--- config.mk ---
export PLATFORM = sky130hd
export DESIGN_NAME = mcp_send_fifo
export DESIGN_NICKNAME = d
export VERILOG_FILES = /design/src/rtl/mcp_send_fifo.sv
export SDC_FILE = /design/constraint.sdc
export NUM_CORES = 1
export LEC_CHECK = 0
export CORE_MARGIN = 2
export CORE_UTILIZATION = 40
export DETAILED_ROUTE_END_ITERATION = 10
export REMOVE_ABC_BUFFERS = 1
export SLEW_MARGIN = 20
export SYNTH_ARGS = -nofsm -noshare
export SYNTH_HDL_FRONTEND = slang
export SYNTH_SLANG_ARGS = --single-unit
export TNS_END_PERCENT = 20
--- constraint.sdc ---
create_clock -name aclk -period 5.78 [get_ports aclk]
set_clock_uncertainty 0.1 [all_clocks]
set_input_delay 1.156 -clock aclk [delete_from_list [all_inputs] [get_ports aclk]]
set_output_delay 1.156 -clock aclk [all_outputs]
set_load 0.01 [all_outputs]
--- src/rtl/mcp_send_fifo.sv ---
// MCP CDC sender: input FIFO, held data bus plus toggle enable, toggle-ack retire.
// Optional ack-wait watchdog enabled by defining MCP_SEND_TIMEOUT_EN.
module mcp_send_fifo #(
  parameter int WIDTH   = 8,
  parameter int DEPTH   = 4,
  parameter int TIMEOUT = 255
) (
  input  logic                       aclk,
  input  logic                       arst,
  input  logic [WIDTH-1:0]           ain_data,
  input  logic                       ain_valid,
  output logic                       ain_ready,
  input  logic                       aq2_ack,
  output logic [WIDTH-1:0]           adata,
  output logic                       a_en,
  output logic                       abusy,
  output logic [$clog2(DEPTH+1)-1:0] acount,
  output logic                       atimeout
);

  localparam int PW = $clog2(DEPTH) + 1;
  localparam int CW = $clog2(DEPTH + 1);

  typedef enum logic {
    S_IDLE,
    S_WAIT
  } state_t;

  state_t           r_state;
  logic [WIDTH-1:0] r_mem [DEPTH];
  logic [PW-1:0]    r_wptr;
  logic [PW-1:0]    r_rptr;
  logic [CW-1:0]    r_count;
  logic [WIDTH-1:0] r_adata;
  logic             r_a_en;
  logic             r_aq3;

  logic w_full;
  logic w_empty;
  logic w_aack;
  logic w_push;
  logic w_launch;

  assign w_empty = (r_wptr == r_rptr);
  assign w_full  = (r_wptr[PW-1] != r_rptr[PW-1]) &&
                   (r_wptr[PW-2:0] == r_rptr[PW-2:0]);
  assign w_aack  = aq2_ack ^ r_aq3;
  assign w_push  = ain_valid && !w_full;
  // An ack seen in IDLE is spurious and must not trigger anything.
  assign w_launch = !w_empty &&
                    ((r_state == S_IDLE) ||
                     (r_state == S_WAIT && w_aack));

  assign ain_ready = !w_full;
  assign adata     = r_adata;
  assign a_en      = r_a_en;
  assign abusy     = (r_state == S_WAIT);
  assign acount    = r_count;

  always_ff @(posedge aclk) begin
    if (w_push) begin
      r_mem[r_wptr[PW-2:0]] <= ain_data;
    end
  end

  always_ff @(posedge aclk or posedge arst) begin
    if (arst) begin
      r_state <= S_IDLE;
      r_wptr  <= '0;
      r_rptr  <= '0;
      r_count <= '0;
      r_adata <= '0;
      r_a_en  <= 1'b0;
      r_aq3   <= 1'b0;
    end else begin
      r_aq3 <= aq2_ack;
      if (w_push) begin
        r_wptr <= r_wptr + 1'b1;
      end
      if (w_launch) begin
        r_rptr  <= r_rptr + 1'b1;
        r_adata <= r_mem[r_rptr[PW-2:0]];
        r_a_en  <= ~r_a_en;
        r_state <= S_WAIT;
      end else if (r_state == S_WAIT && w_aack) begin
        r_state <= S_IDLE;
      end
      unique case ({w_push, w_launch})
        2'b10:   r_count <= r_count + 1'b1;
        2'b01:   r_count <= r_count - 1'b1;
        default: r_count <= r_count;
      endcase
    end
  end

`ifdef MCP_SEND_TIMEOUT_EN
  localparam int TW = $clog2(TIMEOUT + 1);
  localparam logic [TW-1:0] TMAX = TW'(TIMEOUT);

  logic [TW-1:0] r_tcnt;
  logic          r_tout;

  // Counter saturates at TIMEOUT; the flag is sticky until reset.
  always_ff @(posedge aclk or posedge arst) begin
    if (arst) begin
      r_tcnt <= '0;
      r_tout <= 1'b0;
    end else if (w_launch) begin
      r_tcnt <= '0;
    end else if (r_state == S_WAIT && r_tcnt != TMAX) begin
      r_tcnt <= r_tcnt + 1'b1;
      if (r_tcnt == TMAX - 1'b1) begin
        r_tout <= 1'b1;
      end
    end
  end

  assign atimeout = r_tout;
`else
  assign atimeout = 1'b0;
`endif

endmodule

==> impl_metrics.py <==
metrics = {
    "routing": {
        "vias_per_cell": 4.76,
        "vias": 990,
        "drtIter0Drc": 92,
        "ant_nets": 0,
        "drc": 0,
        "dr.pass1.iters": 4,
        "avgRoutedWirePerCell_um": 16.1,
        "drt_wl_total_um": 3350,
    },
    "job": {
        "drv_cap": 0,
    },
    "synthesis": {
        "yosysSeqAreaShare_pct": 67.5,
        "synthArstFlopShare_pct": 38.5,
        "synth_top_area_cell": "edfxtp_1",
        "synth_edf_count": 32,
        "synthTopCellsByCount": "32 x edfxtp_1, 20 x dfrtp_1, 6 x ha_1, 6 x mux2_4, 6 x xnor2_1",
        "syn-cell-area_um2": 2170,
        "avgSynthCellArea_um2": 19.9,
        "ys_warn_count": 0,
        "yosys-top-cells-area": "edfxtp_1 44%, dfrtp_1 23%, mux4_1 4.9%, mux2_4 4.2%, mux4_2 4.2%",
        "ys_types": 24,
        "yosysMostFrequentCell": "edfxtp_1",
        "synthCells": 109,
        "ys_ff_latch": 52,
        "synth_ff_type": "edfxtp_1",
        "netlist.area_leader.share_pct": 44.4,
    },
    "worst_setup_path": {
        "end_kind": "output port",
        "critical_path_buf_inv_count": 1,
        "startpoint_type": "register",
        "slowest_delay_ns": 0.77,
        "worstPathArrival_ns": 2.07,
        "path_max_fanout": 11,
        "r2r_setup_slack_ns": 2.91,
        "cp_top_family": "flip-flops",
        "critPathKind": "reg -> out",
        "cpMaxStageDelayCell": "dfrtp_1",
        "setup.worst_path.start": "r_rptr[0]$_DFFE_PP0P_",
        "crit_chain": "xnor2_2, nand3b_1, clkdlybuf4s50_1",
        "r2r-start": "r_rptr[0]$_DFFE_PP0P_",
        "required_ns": 4.52,
    },
    "floorplan": {
        "dieArea_um2": 6020,
        "core_area_um2": 5170,
        "die_width_um": 77.6,
        "die_h_um": 77.6,
        "rows": 26,
        "io_pins": 27,
        "start_util_pct": 41.9,
    },
    "final_layout": {
        "fin_nets": 156,
        "fillCellCount": 425,
        "multi_input_comb_area_um2": 647,
        "final_cells": 208,
        "utilization_pct": 49.7,
        "antenna_cells": 0,
        "area_growth_pct": 18.6,
        "drive_gt1_share_pct": 18.1,
        "register_area_um2": 1460,
    },
    "clock_network": {
        "cts_hold_buf": 0,
        "clk_path_buf_depth": 2,
        "cts-root-buf": "clkbuf_8",
        "clock_sinks": 52,
        "cts-buffers-inserted": 5,
        "clk-insertion-delay-late_ns": 0.30,
        "postCtsSetupBuffers": 0,
        "cts.repair.resized": 0,
        "cts_tree": "built",
        "clkTransAtPathRegs_ns": 0.10,
        "cts_max_level": 2,
    },
    "placed_design": {
        "dp_cells": 200,
        "post-dp-hpwl_um": 2230,
        "place_congestion": 0.650,
        "io_buffer_count": 25,
    },
    "global_route": {
        "grt_pass1_vias": 1078,
        "grtUsageTotal_pct": 12.9,
        "grt_pass1_wl_um": 5550,
        "grt-ovfl-total": 0,
        "grt_max_degree": 21,
        "antenna_found_initial": 0,
    },
    "pwr": {
        "p_leak_uw": 0.000975,
        "ir_drop_v": 0.000191,
        "p_per_area_nw_per_um2": 568,
    },
    "sta": {
        "fmax_mhz": 301,
        "worst_slew_pin_slew_ns": 0.774,
        "period_needed_ns": 3.32,
        "holdWs_ns": 0.368,
        "slew_viol_final": 0,
        "finalSetupViolations": 0,
        "grt_setup_unrepaired": "false",
        "fin_tns_setup_ns": 0,
        "hold_viol_final": 0,
        "finalCritPeriodShare_pct": 57.5,
        "maxSlewHeadroom_pct": 48.3,
    },
    "outcome": {
        "status": "finished clean",
    },
    "min_path": {
        "min_from": "a_en$_DFFE_PP0P_",
        "hold_class": "reg -> reg",
    },
}
final timing paths:
kind,end,cells past startpoint
hold reg to reg,a_en$_DFFE_PP0P_,1
setup reg to reg,acount[1]$_DFFE_PP0P_,5
max in group asynchronous,adata[1]$_DFFE_PP0P_,2
min in group asynchronous,adata[4]$_DFFE_PP0P_,2
hold / removal,a_en$_DFFE_PP0P_,1
setup / recovery,ain_ready,3
sequential cells by signal (all words and copies together) (netlist names):
| signal | flops |
|---|---|
| adata | 8 |
| r_mem | 32 |
| abusy | 1 |
| r_wptr | 3 |
| r_aq3 | 1 |
| a_en | 1 |
| acount | 3 |
| r_rptr | 3 |
power by group:
part	switching, µW	leakage (µW)	internal [µW]
Clock	121	0.0000558	131
Combinational	234	0.000395	341
Sequential	103	0.000524	529
Total	457	0.000975	1000
stage by stage:
step | worst slack (ns) | total power [µW] | area (µm²)
after floorplan | 2.85 | 1020 | 2120
after global placement | 2.22 | 1210 | 2460
after detailed placement | 2.11 | 1230 | 2460
after CTS | 2.40 | 1480 | 2570
after global routing | 2.35 | 1550 | 2570
final | 2.46 | 1460 | 2570
area by class of cell:
| type | instances | area share (%) |
|---|---|---|
| clock buffers | 6 | 2.83 |
| well taps | 70 | 3.41 |
| inverters | 3 | 0.438 |
| multi-input cells | 50 | 25.2 |
| repair buffers | 25 | 9.74 |
| clock inverters | 2 | 1.51 |
| flip-flops and latches | 52 | 56.9 |
metal layers:
layer	vias up	routed length, µm	track usage (%)
met5	-	0	0
met4	0	41	4.82
met3	4	137	4.65
met2	21	1750	21.8
met1	505	1420	14.9
li1	460	-	-
layout by cell type (no fill, tap or decap), types with 2 or more instances in the layout:
cell and n:
dfrtp_1 20, xnor2_1 6, clkbuf_8 5, mux2_2 3
mux4_1 4, xnor2_2 2, ha_1 6, mux2_4 6
xor2_1 4, mux4_2 4, nand2_2 2, inv_1 3
edfxtp_1 32, mux2_1 2, and3_1 4, clkdlybuf4s50_1 25
kinds of logic (layout without fill, tap and decap cells):
kind of cell,count (synthesis),after routing,share of synthesized area (%)
fa+ha+maj,7,7,4.39
buf+inv,7,36,2.66
flops,52,52,67.5
mux,19,19,15.8
simple gates,10,10,2.71
xor+xnor,12,12,5.55
compound gates,1,1,1.27
other cells,1,1,0.173
No activity file was read; power rests on OpenSTA's default activity.
